**src/rtl/enable_pulse_scheduler.sv**
```systemverilog
// enable_pulse_scheduler: queues single-cycle events and issues them one at a time
// as enable pulses to a toggle crossing, waiting for each ack (with a watchdog).
module enable_pulse_scheduler #(
    parameter int PENDING_WIDTH  = 4,
    parameter int DROP_WIDTH     = 8,
    parameter int TIMEOUT_CYCLES = 64
) (
    input  logic                     clock,
    input  logic                     reset_n,
    input  logic                     event_in,
    output logic                     enable_out,
    input  logic                     ack_in,
    input  logic                     clear_flags,
    output logic                     busy,
    output logic [PENDING_WIDTH-1:0] pending_count,
    output logic [DROP_WIDTH-1:0]    dropped_count,
    output logic                     timeout_flag
);
    localparam int WD_W = TIMEOUT_CYCLES > 1 ? $clog2(TIMEOUT_CYCLES) : 1;
    localparam logic [WD_W-1:0] WD_LAST = WD_W'(TIMEOUT_CYCLES > 0 ? TIMEOUT_CYCLES - 1 : 0);

    typedef enum logic {IDLE, WAIT} state_t;

    state_t                   r_state, w_state_nxt;
    logic [WD_W-1:0]          r_wd, w_wd_nxt;
    logic [PENDING_WIDTH-1:0] r_pend, w_pend_nxt;
    logic [DROP_WIDTH-1:0]    r_drop, w_drop_base, w_drop_nxt;
    logic                     r_flag, w_flag_nxt;
    logic                     r_en, w_issue, w_ack, w_timeout, w_dec, w_full, w_inc, w_drop;

    always_comb begin
        w_state_nxt = r_state;
        w_wd_nxt    = r_wd;
        w_issue     = 1'b0;
        w_ack       = 1'b0;
        w_timeout   = 1'b0;
        if (r_state == IDLE) begin
            if (r_pend != '0) begin
                w_issue     = 1'b1;
                w_state_nxt = WAIT;
                w_wd_nxt    = '0;
            end
        end else begin
            // An ack in the firing cycle wins over the watchdog.
            w_ack       = ack_in;
            w_timeout   = (TIMEOUT_CYCLES != 0) && !ack_in && (r_wd == WD_LAST);
            w_wd_nxt    = r_wd + 1'b1;
            w_state_nxt = (w_ack || w_timeout) ? IDLE : WAIT;
        end
        w_dec       = w_ack || w_timeout;
        w_full      = &r_pend;
        w_inc       = event_in && (!w_full || w_dec);
        w_drop      = event_in && w_full && !w_dec;
        w_pend_nxt  = (w_inc && !w_dec) ? r_pend + 1'b1 :
                      (w_dec && !w_inc) ? r_pend - 1'b1 : r_pend;
        // Clear first, so a same-cycle drop or timeout still registers.
        w_drop_base = clear_flags ? '0 : r_drop;
        w_drop_nxt  = (w_drop && !(&w_drop_base)) ? w_drop_base + 1'b1 : w_drop_base;
        w_flag_nxt  = (r_flag && !clear_flags) || w_timeout;
    end

    always_ff @(posedge clock or negedge reset_n) begin
        if (!reset_n) begin
            r_state <= IDLE;
            r_wd    <= '0;
            r_pend  <= '0;
            r_drop  <= '0;
            r_flag  <= 1'b0;
            r_en    <= 1'b0;
        end else begin
            r_state <= w_state_nxt;
            r_wd    <= w_wd_nxt;
            r_pend  <= w_pend_nxt;
            r_drop  <= w_drop_nxt;
            r_flag  <= w_flag_nxt;
            r_en    <= w_issue;
        end
    end

    assign enable_out    = r_en;
    assign busy          = (r_state == WAIT);
    assign pending_count = r_pend;
    assign dropped_count = r_drop;
    assign timeout_flag  = r_flag;
endmodule

```
**config.mk**
```make
export PLATFORM = sky130hd
export DESIGN_NAME = enable_pulse_scheduler
export DESIGN_NICKNAME = d
export VERILOG_FILES = /design/src/rtl/enable_pulse_scheduler.sv
export SDC_FILE = /design/constraint.sdc
export NUM_CORES = 1
export LEC_CHECK = 0
export BUFFER_PORTS_ARGS = -buffer_cell sky130_fd_sc_hd__buf_2
export CAP_MARGIN = 15
export CORE_AREA = 2 2 59 61
export CTS_CLUSTER_SIZE = 30
export DETAILED_ROUTE_END_ITERATION = 7
export DIE_AREA = 0 0 61 63
export PLACE_DENSITY = 0.57
export SLEW_MARGIN = 0
export SYNTH_ARGS = -nofsm -noshare
export SYNTH_HDL_FRONTEND = slang
export SYNTH_SLANG_ARGS = --single-unit
```
**constraint.sdc**
```tcl
create_clock -name clock -period 6 [get_ports clock]
set_input_delay 0.6 -clock clock [delete_from_list [all_inputs] [get_ports clock]]
set_output_delay 0.6 -clock clock [all_outputs]
set_load 0.01 [all_outputs]
```
==> impl_metrics.json, run 1 <==
{
  "cp.arrival_ns": 3.20,
  "max_slew_margin_pct": 51.4,
  "die_area_um2": 3840,
  "power.sequential.fraction_pct": 48.5,
  "clock_power_share_pct": 15.6,
  "synthesis.area_per_instance_um2": 10.6,
  "post-route-worst-setup-slack_ns": 3.00,
  "synth_area_um2": 1210,
  "postSynthRegisterBits": 21,
  "cts_setup_buffers": 0,
  "grtUsageTotal_pct": 14.5,
  "io_pins": 20,
  "syn2layout_area_growth_pct": 13.3,
  "place.port_buffers": 19,
  "drt-wirelength-per-cell_um": 13.4,
  "synthXorXnorAreaFrac_pct": 3.61,
  "route.final.wire_length_um": 2400,
  "cellPowerDensity_nw_per_um2": 326,
  "cts_root_buffer": "sky130_fd_sc_hd__clkbuf_4",
  "netlist_top_cells_area": "sky130_fd_sc_hd__dfrtp_1 43%, sky130_fd_sc_hd__ha_1 5.2%, sky130_fd_sc_hd__mux2_2 3.7%, sky130_fd_sc_hd__nand2_1 3.1%, sky130_fd_sc_hd__o31ai_1 3.1%",
  "grt_antenna_before_repair": 0,
  "synth_area_leader_cell": "sky130_fd_sc_hd__dfrtp_1",
  "vias": 975,
  "clock_path_buffers": 2,
  "total_power_uw": 449,
  "initial_util_pct": 37.6,
  "drt_antenna_net_count": 0,
  "cts_num_sinks": 21,
  "postCtsResizedCells": 0,
  "yosysWarnings": 0,
  "timing.final.max_slew_violations": 0,
  "setup_viol_count_final": 0,
  "place_congestion": 0.771,
  "dp_hpwl_um": 1780,
  "max_freq_mhz": 333,
  "multi_input_area_um2": 654,
  "synth_instances": 114,
  "synth_mux_area_share_pct": 5.36,
  "nFillCells": 332,
  "path_class": "reg2reg",
  "status": "finished, final reports clean",
  "intPower_uw": 276,
  "irDropWorstVdd_v": 0.000254,
  "switching_share_pct": 38.5,
  "setup.reg_to_reg.worst_slack_ns": 3.00,
  "synth_top_family_by_area": "simple AND/OR/NAND/NOR gates",
  "holdWs_ns": 0.223,
  "clk_transition_reported_paths_ns": 0.12,
  "tightestPinTransition_ns": 0.722,
  "yosysTopAreaCellShare_pct": 43.3,
  "num_cts_buffers": 3,
  "placeableCoreArea_um2": 3230,
  "p_comb_share_pct": 35.9,
  "power.static_leakage_nw": 0.592,
  "top_fanout_value_on_the_critical_path": 7,
  "critical_path.endpoint_type": "register",
  "sequential_fraction_of_the_synthesis_area_pct": 43.3,
  "fp.dieH_um": 63,
  "avgViaCountPerCell": 5.42,
  "fp.dieW_um": 61,
  "initial_drc_count": 52,
  "timing_hold_violations_final": 0,
  "n_antenna_cell": 0,
  "hp-class": "in2async",
  "gr-total-overflow": 0,
  "layout_common_cells": "21 x sky130_fd_sc_hd__dfrtp_1, 19 x sky130_fd_sc_hd__buf_2, 10 x sky130_fd_sc_hd__nand2_1",
  "finish.net_count": 146,
  "post_synth_fa_ha_maj_area_fraction_pct": 6.80,
  "crit_required_ns": 6.19,
  "timing.clock.skew_ns": 0.00469,
  "grt_pass1_vias": 925,
  "dpl.cell_count": 176,
  "drt_first_pass_iters": 4,
  "first_pass_grt_wire_length_um": 4340,
  "holdBufCountCts": 0,
  "setup.worst_path.start_class": "register",
  "max_cap_violations": 0,
  "post_layout_nonfiller_instances": 180,
  "htree_num_levels": 1,
  "most_common_library_cell_in_the_layout_ignoring_fill_and_taps": "sky130_fd_sc_hd__dfrtp_1",
  "area_fraction_in_compound_gates_after_synthesis_pct": 18.9,
  "placement.setup.worst_slack_ns": 2.98,
  "drcViolationCount": 0,
  "cts_tree": "done",
  "fp-row-count": 21,
  "crit_share_post_route_pct": 50.1,
  "synthSimpleGateAreaFrac_pct": 19.3,
  "grt_max_degree": 22,
  "clkLatencyLatePin_ns": 0.31,
  "tns_ns": 0,
  "share_of_post_route_cells_with_drive_strength_above_1_pct": 23.1,
  "regArea_um2": 526,
  "rsz0062_at_grt": "no",
  "mappedNetlistNets": 125,
  "final_period_minus_worst_setup_slack_ns": 3.00,
  "synth_cell_types": 40,
  "netSwitchingPower_uw": 173
}
==> path summary, 6_finish.rpt <==
kind,start,endpoint,cells after the start
hold reg to reg,r_wd[5],r_wd[5],1
max in group asynchronous,reset_n,r_wd[4],1
setup / recovery,r_wd[0],pending_count[3],11
setup reg to reg,r_wd[0],pending_count[3],11
hold / removal,reset_n,r_wd[1],1
min in group clock,r_wd[5],r_wd[5],1
==> synthesized netlist by cell type <==
master / n
sky130_fd_sc_hd__or4_1: 3
sky130_fd_sc_hd__o211ai_1: 1
sky130_fd_sc_hd__o2111ai_4: 1
sky130_fd_sc_hd__buf_6: 1
sky130_fd_sc_hd__o32ai_1: 1
sky130_fd_sc_hd__fa_1: 1
sky130_fd_sc_hd__dfrtp_1: 21
sky130_fd_sc_hd__a22o_1: 2
sky130_fd_sc_hd__nor4b_2: 1
sky130_fd_sc_hd__nand3_1: 2
sky130_fd_sc_hd__o41ai_1: 1
sky130_fd_sc_hd__a21boi_0: 1
sky130_fd_sc_hd__a41o_1: 1
sky130_fd_sc_hd__mux2i_1: 2
sky130_fd_sc_hd__a21oi_1: 5
sky130_fd_sc_hd__ha_1: 5
sky130_fd_sc_hd__nand4_4: 1
sky130_fd_sc_hd__nor2b_1: 4
sky130_fd_sc_hd__o2111ai_1: 2
sky130_fd_sc_hd__inv_1: 4
sky130_fd_sc_hd__a21o_1: 1
sky130_fd_sc_hd__nor3_1: 6
sky130_fd_sc_hd__o2111a_1: 1
sky130_fd_sc_hd__nand2_1: 10
sky130_fd_sc_hd__o221ai_1: 1
sky130_fd_sc_hd__or2b_1: 1
sky130_fd_sc_hd__o21ai_0: 4
sky130_fd_sc_hd__xnor2_1: 3
sky130_fd_sc_hd__clkbuf_1: 2
sky130_fd_sc_hd__nor2_1: 6
sky130_fd_sc_hd__and3_1: 1
sky130_fd_sc_hd__and2_1: 1
sky130_fd_sc_hd__o31ai_1: 5
sky130_fd_sc_hd__and4_4: 1
sky130_fd_sc_hd__a2111oi_0: 1
sky130_fd_sc_hd__xor2_1: 2
sky130_fd_sc_hd__a31oi_1: 1
sky130_fd_sc_hd__nor4_1: 1
sky130_fd_sc_hd__mux2_2: 4
sky130_fd_sc_hd__nand4_1: 2
==> kinds of logic after synthesis <==
family          count (synthesis)
flops                          21
compound gates                 29
simple gates                   40
fa+ha+maj                       6
buf+inv                         7
mux                             6
xor+xnor                        5
==> registers in the layout (all words and copies together) (netlist names) <==
| signal | cells |
|---|---|
| pending_count | 4 |
| dropped_count | 8 |
| r_wd | 6 |
| timeout_flag | 1 |
| enable_out | 1 |
| busy | 1 |
==> area by class of cell <==
type,instances,area share (%)
Tap cell,46,4.19
Clock buffer,3,1.64
Clock inverter,1,0.364
Inverter,4,1.09
Sequential cell,21,38.2
Timing Repair Buffer,19,6.92
Multi-Input combinational cell,86,47.6
==> power groups by stage <==
stage | logic [mW] | registers, mW | clock network [mW]
CTS | 0.163 | 0.219 | 0.0723
global route | 0.183 | 0.224 | 0.0808
finish | 0.161 | 0.218 | 0.0699
global placement | 0.157 | 0.220 | 0
detailed placement | 0.162 | 0.221 | 0
floorplan | 0.116 | 0.219 | 0
==> per-layer routing <==
metal | global-route usage [%] | part of all wire, %
met5 | 0 | 0
met2 | 23.0 | 48
met1 | 19.8 | 48
met3 | 4.14 | 3.7
met4 | 2.45 | 0.75
==> metrics by stage <==
step	utilization [%]	instance area, um2
after CTS	42.5	1380
after detailed placement	41.7	1350
after global routing	42.5	1380
after floorplan	-	1210
final	42.5	1380
after global placement	41.7	1350
==> critical path: stages, from the launching register on <==
cell and delay (ns):
sky130_fd_sc_hd__dfrtp_1 0.40, sky130_fd_sc_hd__ha_1 0.25, sky130_fd_sc_hd__nand4_4 0.18, sky130_fd_sc_hd__o21ai_0 0.37, sky130_fd_sc_hd__inv_1 0.10, sky130_fd_sc_hd__a21boi_0 0.19, sky130_fd_sc_hd__ha_1 0.25, sky130_fd_sc_hd__inv_1 0.13
sky130_fd_sc_hd__ha_1 0.29, sky130_fd_sc_hd__a21o_1 0.20, sky130_fd_sc_hd__a2111oi_0 0.39, sky130_fd_sc_hd__o31ai_1 0.14
Power figures use the tool's default switching activity.
==> run 2, diff against run 1 <==
--- a/config.mk
+++ b/config.mk
@@ -5,13 +5,14 @@
 export SDC_FILE = /design/constraint.sdc
 export NUM_CORES = 1
 export LEC_CHECK = 0
+export ABC_AREA = 1
 export BUFFER_PORTS_ARGS = -buffer_cell sky130_fd_sc_hd__buf_2
 export CAP_MARGIN = 15
-export CORE_AREA = 2 2 59 61
+export CORE_AREA = 2 2 61 63
 export CTS_CLUSTER_SIZE = 30
 export DETAILED_ROUTE_END_ITERATION = 7
-export DIE_AREA = 0 0 61 63
-export PLACE_DENSITY = 0.57
+export DIE_AREA = 0 0 63 65
+export PLACE_DENSITY = 0.58
 export SLEW_MARGIN = 0
 export SYNTH_ARGS = -nofsm -noshare
 export SYNTH_HDL_FRONTEND = slang
==> constraint.sdc (replaced) <==
create_clock -name clock -period 3.05 [get_ports clock]
set_input_delay 0.305 -clock clock [delete_from_list [all_inputs] [get_ports clock]]
set_output_delay 0.305 -clock clock [all_outputs]
set_load 0.01 [all_outputs]
==> impl_metrics.json, run 2 <==
{
  "synth_instances": 163,
  "max_freq_mhz": 430,
  "initial_drc_count": 85,
  "mappedNetlistNets": 174,
  "post-route-worst-setup-slack_ns": 0.726,
  "regArea_um2": 526,
  "postSynthRegisterBits": 21,
  "fp.dieH_um": 65,
  "grt_antenna_before_repair": 0,
  "synth_cell_types": 23,
  "synthesis.area_per_instance_um2": 8.25,
  "netlist_top_cells_area": "sky130_fd_sc_hd__dfrtp_1 39%, sky130_fd_sc_hd__nand2_1 14%, sky130_fd_sc_hd__nand3_1 5.6%, sky130_fd_sc_hd__inv_1 5.3%, sky130_fd_sc_hd__ha_1 4.7%",
  "drt_first_pass_iters": 4,
  "fp-row-count": 22,
  "sequential_fraction_of_the_synthesis_area_pct": 39.1,
  "avgViaCountPerCell": 4.61,
  "tns_ns": 0,
  "rr_endpoint": "pending_count[3]",
  "syn2layout_area_growth_pct": 14.5,
  "multi_input_area_um2": 734,
  "vias": 1084,
  "synth_area_leader_cell": "sky130_fd_sc_hd__dfrtp_1",
  "place.port_buffers": 19,
  "initial_util_pct": 38.5,
  "critical-path-top-cell-by-count": "sky130_fd_sc_hd__nand2_1",
  "n_antenna_cell": 0,
  "hp-class": "in2reg",
  "route.final.wire_length_um": 2480,
  "place_congestion": 0.797,
  "crit_share_post_route_pct": 76.2,
  "tightestPinTransition_ns": 0.472,
  "number_of_flip_flops_in_the_largest_register": 8,
  "cpPeakStageDelay_ns": 0.43,
  "path_class": "reg2reg",
  "dp_hpwl_um": 1900,
  "io_pins": 20,
  "max_slew_margin_pct": 68.5,
  "hold_depth": 2,
  "layout_common_cells": "49 x sky130_fd_sc_hd__nand2_1, 21 x sky130_fd_sc_hd__dfrtp_1, 19 x sky130_fd_sc_hd__inv_1, 19 x sky130_fd_sc_hd__buf_2, 15 x sky130_fd_sc_hd__nand3_1",
  "crit_required_ns": 3.26,
  "die_area_um2": 4100,
  "grt_pass1_vias": 1057,
  "cp.arrival_ns": 2.53,
  "top_fanout_value_on_the_critical_path": 4,
  "clk_transition_reported_paths_ns": 0.13,
  "crit_path_cell_trace": "ha_1 > nand2_2 > nor2_4 > nand2_4 > nand2_8 > inv_2 > nand2_1 > nand2_1 > inv_1 > ha_1 > inv_1 > ha_1 > a21oi_1 > nand2_1 > xor2_1 > nand2_1 > nand2_1",
  "drt-wirelength-per-cell_um": 10.6,
  "clkLatencyLatePin_ns": 0.31,
  "cellPowerDensity_nw_per_um2": 567,
  "synth_top_flop_cell": "sky130_fd_sc_hd__dfrtp_1",
  "timing.final.max_slew_violations": 0,
  "cts_tree": "done",
  "htree_num_levels": 1,
  "timing_hold_violations_final": 0,
  "endpoint_of_the_worst_hold_path": "timeout_flag",
  "max_cap_violations": 0,
  "gr-total-overflow": 0,
  "cts_num_sinks": 21,
  "status": "finished, final reports clean",
  "drcViolationCount": 0,
  "critical_path.endpoint_type": "register",
  "cts_root_buffer": "sky130_fd_sc_hd__clkbuf_4",
  "timing.critical_path.slowest_stage_cell": "sky130_fd_sc_hd__dfrtp_1",
  "yosysTopAreaCellShare_pct": 39.1,
  "grtUsageTotal_pct": 14.2,
  "timing.rr.start": "r_wd[0]",
  "synth.top_cells.by_count": "49 x sky130_fd_sc_hd__nand2_1, 21 x sky130_fd_sc_hd__dfrtp_1, 19 x sky130_fd_sc_hd__inv_1, 15 x sky130_fd_sc_hd__nand3_1, 11 x sky130_fd_sc_hd__nor2_1",
  "setup.reg_to_reg.worst_slack_ns": 0.73,
  "irDropWorstVdd_v": 0.000318,
  "rr_worst_depth": 17,
  "timing.hold.worst.start": "ack_in",
  "fp.dieW_um": 63,
  "synth_async_sr_flop_share_pct": 100,
  "placement.setup.worst_slack_ns": 0.751,
  "yosysWarnings": 0,
  "grt_max_degree": 22,
  "setup_viol_count_final": 0,
  "first_pass_grt_wire_length_um": 4720,
  "final_period_minus_worst_setup_slack_ns": 2.32,
  "nFillCells": 370,
  "clock_path_buffers": 2,
  "timing.clock.skew_ns": 0.00769,
  "setup.worst_path.start_class": "register",
  "synthMostInstantiatedCell": "sky130_fd_sc_hd__nand2_1",
  "finish.net_count": 199,
  "share_of_post_route_cells_with_drive_strength_above_1_pct": 24.6,
  "num_cts_buffers": 3,
  "rsz0062_at_grt": "no",
  "most_common_library_cell_in_the_layout_ignoring_fill_and_taps": "sky130_fd_sc_hd__nand2_1",
  "placeableCoreArea_um2": 3500,
  "drt_antenna_net_count": 0,
  "power.static_leakage_nw": 0.881,
  "synth_area_um2": 1350,
  "finish.utilization_pct": 44.1,
  "cts_setup_buffers": 0,
  "number_of_enable_type_register_cells_in_the_synthesized_netlist": 0
}
==> run 2: cell count changes in the layout (fill, tap and decap cells not counted), moves of 3 or more <==
| cell | previous run | this run |
|---|---|---|
| sky130_fd_sc_hd__nor2b_1 | 4 | 0 |
| sky130_fd_sc_hd__nor2_1 | 6 | 11 |
| sky130_fd_sc_hd__o31ai_1 | 5 | 0 |
| sky130_fd_sc_hd__nor3_1 | 6 | 1 |
| sky130_fd_sc_hd__nor2_4 | 0 | 5 |
| sky130_fd_sc_hd__or4_1 | 3 | 0 |
| sky130_fd_sc_hd__nand3_1 | 2 | 15 |
| sky130_fd_sc_hd__nand2_1 | 10 | 49 |
| sky130_fd_sc_hd__mux2_2 | 4 | 0 |
| sky130_fd_sc_hd__nand2_4 | 0 | 4 |
| sky130_fd_sc_hd__nand2_2 | 0 | 6 |
| sky130_fd_sc_hd__inv_1 | 4 | 19 |
==> run 2: worst max-delay path: cells and delay by family, from the launching register on <==
kind	cells	cell delay, ns
flops	1	0.43
fa+ha+maj	3	0.72
xor+xnor	1	0.14
compound gates	1	0.16
buf+inv	3	0.22
simple gates	9	0.56
==> run 2: worst max path at each step <==
stage | from | to | slack [ns]
6_report | r_wd[0] | pending_count[3] | 0.73
2_1_floorplan | r_wd[0] | pending_count[3] | 0.89
5_1_grt | r_wd[0] | pending_count[3] | 0.53
4_1_cts | r_wd[0] | pending_count[3] | 0.71
3_5_place_dp | r_wd[0] | pending_count[3] | 0.75
3_3_place_gp | r_wd[0] | pending_count[3] | 0.82
==> run 2: cells by family after synthesis <==
| kind of cell | synth area share [%] |
|---|---|
| buffers and inverters | 6.33 |
| adders and majority gates | 6.14 |
| DFF | 39.1 |
| AOI/OAI and AO/OA | 4.00 |
| and+or+nand+nor | 39.3 |
| xor gates and xnor gates | 5.21 |
==> run 2: stage by stage <==
step           power [mW]  cells  hold WS, ns  instance area (um2)
2_1_floorplan       0.640    163      0.00941                 1350
5_1_grt             0.966    235        0.210                 1540
3_5_place_dp        0.746    230        0.303                 1500
6_report            0.874    235        0.199                 1540
3_3_place_gp        0.729    230        0.296                 1500
4_1_cts             0.894    235        0.189                 1540
==> run 2: routing by layer <==
layer	vias to the layer above	share of wire, %	track usage, %
li1	551	-	-
met1	514	48	18.4
met2	19	48	24.2
met3	0	3.1	1.91
met4	0	0	5.00
met5	-	0	0
==> run 2: final cells by class <==
| type | instances | area share [%] |
|---|---|---|
| clock buffers | 3 | 1.46 |
| clock inverters | 1 | 0.487 |
| inverters | 22 | 5.52 |
| multi-input cells | 120 | 47.7 |
| flip-flops and latches | 21 | 34.1 |
| well taps | 48 | 3.90 |
| repair buffers | 20 | 6.82 |
==> run 2: power breakdown <==
group	leakage [nW]	total [mW]	internal, mW	switching, mW
Combinational	0.590	0.323	0.143	0.180
Sequential	0.277	0.412	0.336	0.0761
Clock	0.0139	0.139	0.0499	0.0890
Total	0.881	0.874	0.529	0.345
==> run 2: repair_timing <==
item                                    CTS  global route
hold endpoints to repair                 21             0
hold buffers                              1             0
resized for setup                         0             0
endpoints found under the setup margin    0             0
==> run 3, diff against run 2 <==
==> constraint.sdc (replaced) <==
create_clock -name clock -period 2.36 [get_ports clock]
set_input_delay 0.236 -clock clock [delete_from_list [all_inputs] [get_ports clock]]
set_output_delay 0.236 -clock clock [all_outputs]
set_load 0.01 [all_outputs]
==> impl_metrics.json, run 3 (synthesized netlist as in run 2, its figures left out) <==
{
  "n_antenna_cell": 0,
  "io_pins": 20,
  "rr_worst_depth": 14,
  "setup.worst_path.start_class": "register",
  "first_pass_grt_wire_length_um": 4720,
  "num_cts_buffers": 3,
  "fp-row-count": 22,
  "setup_viol_count_final": 0,
  "cpPeakStageDelay_ns": 0.41,
  "cts_root_buffer": "sky130_fd_sc_hd__clkbuf_4",
  "switching_share_pct": 38.8,
  "cp.arrival_ns": 2.42,
  "timing.critical_path.slowest_stage_cell": "sky130_fd_sc_hd__fa_1",
  "intPower_uw": 737,
  "max_slew_margin_pct": 68.5,
  "cts_num_sinks": 21,
  "most_common_library_cell_in_the_layout_ignoring_fill_and_taps": "sky130_fd_sc_hd__nand2_1",
  "place_congestion": 0.778,
  "place.port_buffers": 19,
  "number_of_flip_flops_in_the_largest_register": 8,
  "irDropWorstVdd_v": 0.000465,
  "avgViaCountPerCell": 4.60,
  "grtUsageTotal_pct": 14.2,
  "max_cap_violations": 0,
  "tns_ns": 0,
  "p_comb_share_pct": 40.9,
  "clock_path_buffers": 2,
  "final_period_minus_worst_setup_slack_ns": 2.21,
  "grt_max_degree": 22,
  "status": "finished, final reports clean",
  "grt_pass1_vias": 1057,
  "tightestPinTransition_ns": 0.472,
  "drt-wirelength-per-cell_um": 10.5,
  "non_filler_cell_area_final_um2": 1580,
  "clkLatencyLatePin_ns": 0.31,
  "finish.utilization_pct": 45.3,
  "initial_util_pct": 38.5,
  "netSwitchingPower_uw": 468,
  "dpl.cell_count": 230,
  "die_area_um2": 4100,
  "crit_share_post_route_pct": 93.6,
  "power.static_leakage_nw": 0.894,
  "clock_power_share_pct": 14.9,
  "rr_endpoint": "pending_count[2]",
  "initial_drc_count": 64,
  "syn2layout_area_growth_pct": 17.8,
  "crit_required_ns": 2.57,
  "cts_tree": "done",
  "htree_num_levels": 1,
  "drcViolationCount": 0,
  "route.final.wire_length_um": 2500,
  "crit_path_cell_trace": "ha_2 > nand2_2 > nor2_4 > nand2_4 > nand2_8 > inv_2 > nand2_1 > nand2_1 > inv_1 > ha_2 > inv_2 > fa_1 > xnor2_2 > o21ai_1",
  "power.sequential.fraction_pct": 44.2,
  "fp.dieW_um": 63,
  "timing.clock.skew_ns": 0.00732,
  "hp-class": "in2reg",
  "grt_antenna_before_repair": 0,
  "gr-total-overflow": 0,
  "path_class": "reg2reg",
  "worst_setup_path_startpoint": "r_wd[1]",
  "clk_transition_reported_paths_ns": 0.13,
  "cellPowerDensity_nw_per_um2": 761,
  "dpl_cell_area_um2": 1500,
  "timing.final.max_slew_violations": 0,
  "drt_antenna_net_count": 0,
  "timing_hold_violations_final": 0,
  "post_layout_nonfiller_instances": 237,
  "timing.rr.start": "r_wd[1]",
  "top_fanout_value_on_the_critical_path": 3,
  "layout_common_cells": "49 x sky130_fd_sc_hd__nand2_1, 21 x sky130_fd_sc_hd__dfrtp_1, 19 x sky130_fd_sc_hd__buf_2",
  "placeableCoreArea_um2": 3500,
  "max_freq_mhz": 453,
  "setup.reg_to_reg.worst_slack_ns": 0.15,
  "vias": 1091,
  "finish.net_count": 201,
  "share_of_post_route_cells_with_drive_strength_above_1_pct": 28.6,
  "dp_hpwl_um": 1900,
  "critical_path.endpoint": "pending_count[2]",
  "drt_first_pass_iters": 4,
  "critical_path.endpoint_type": "register",
  "fp.dieH_um": 65
}
==> run 3: changes by cell type in the layout (fill, tap and decap cells not counted), sizes merged <==
cell,previous run,this run
buf,19,21
==> run 3: power groups by stage <==
stage | Sequential, mW | Clock, mW | Combinational [mW]
6_report | 0.532 | 0.179 | 0.493
5_1_grt | 0.548 | 0.208 | 0.564
4_1_cts | 0.532 | 0.194 | 0.428
3_5_place_dp | 0.539 | 0 | 0.425
3_3_place_gp | 0.535 | 0 | 0.407
2_1_floorplan | 0.544 | 0 | 0.283
==> run 3: how the worst min path moves through the flow <==
stage	start	endpoint	slack [ns]	cells past startpoint
floorplan	reset_n	busy	-0.06	0
global placement	reset_n	enable_out	0.23	1
detailed placement	reset_n	r_wd[3]	0.23	1
CTS	ack_in	timeout_flag	0.12	2
global route	ack_in	timeout_flag	0.14	2
finish	ack_in	timeout_flag	0.13	2
==> run 3: cell type report <==
| cell class | count | area [um2] |
|---|---|---|
| Clock inverter | 1 | 7.51 |
| Timing Repair Buffer | 22 | 120 |
| Multi-Input combinational cell | 120 | 763 |
| Fill cell | 370 | 1910 |
| Tap cell | 48 | 60.1 |
| Inverter | 22 | 85.1 |
| Clock buffer | 3 | 22.5 |
| Sequential cell | 21 | 526 |
==> run 3: worst max-delay path, delay by kind of cell (launching register included) <==
| family | cells | cell delay [ns] |
|---|---|---|
| adder cells (fa/ha/maj) | 3 | 0.80 |
| XOR/XNOR | 1 | 0.19 |
| AND/OR/NAND/NOR | 6 | 0.47 |
| AO/OA/AOI/OAI | 1 | 0.07 |
| flip-flops | 1 | 0.40 |
| buffers and inverters | 3 | 0.17 |
==> run 3: timing repair <==
item / CTS / global route
resized for setup: 0 / 7
hold buffers: 1 / 0
endpoints found under the setup margin: 0 / 2
hold endpoints to repair: 21 / 0
buffers inserted: 0 / 2
==> run 3: per-stage QoR <==
stage / hold WS [ns] / worst slack, ns / power [mW]
final: 0.130 / 0.151 / 1.20
after detailed placement: 0.234 / 0.0607 / 0.964
after floorplan: -0.0596 / 0.198 / 0.827
after global placement: 0.227 / 0.129 / 0.943
after global routing: 0.141 / -0.00166 / 1.32
after CTS: 0.120 / 0.0240 / 1.15
==> run 3: metal layers <==
layer  wire [um]  global-route usage, %  up-vias  share of wire (%)
met1        1200                   18.4      514                 48
met4           0                   5.00        0                  0
met3          77                   1.91        0                3.1
li1            -                      -      558                  -
met5           0                      0        -                  0
met2        1220                   24.2       19                 49
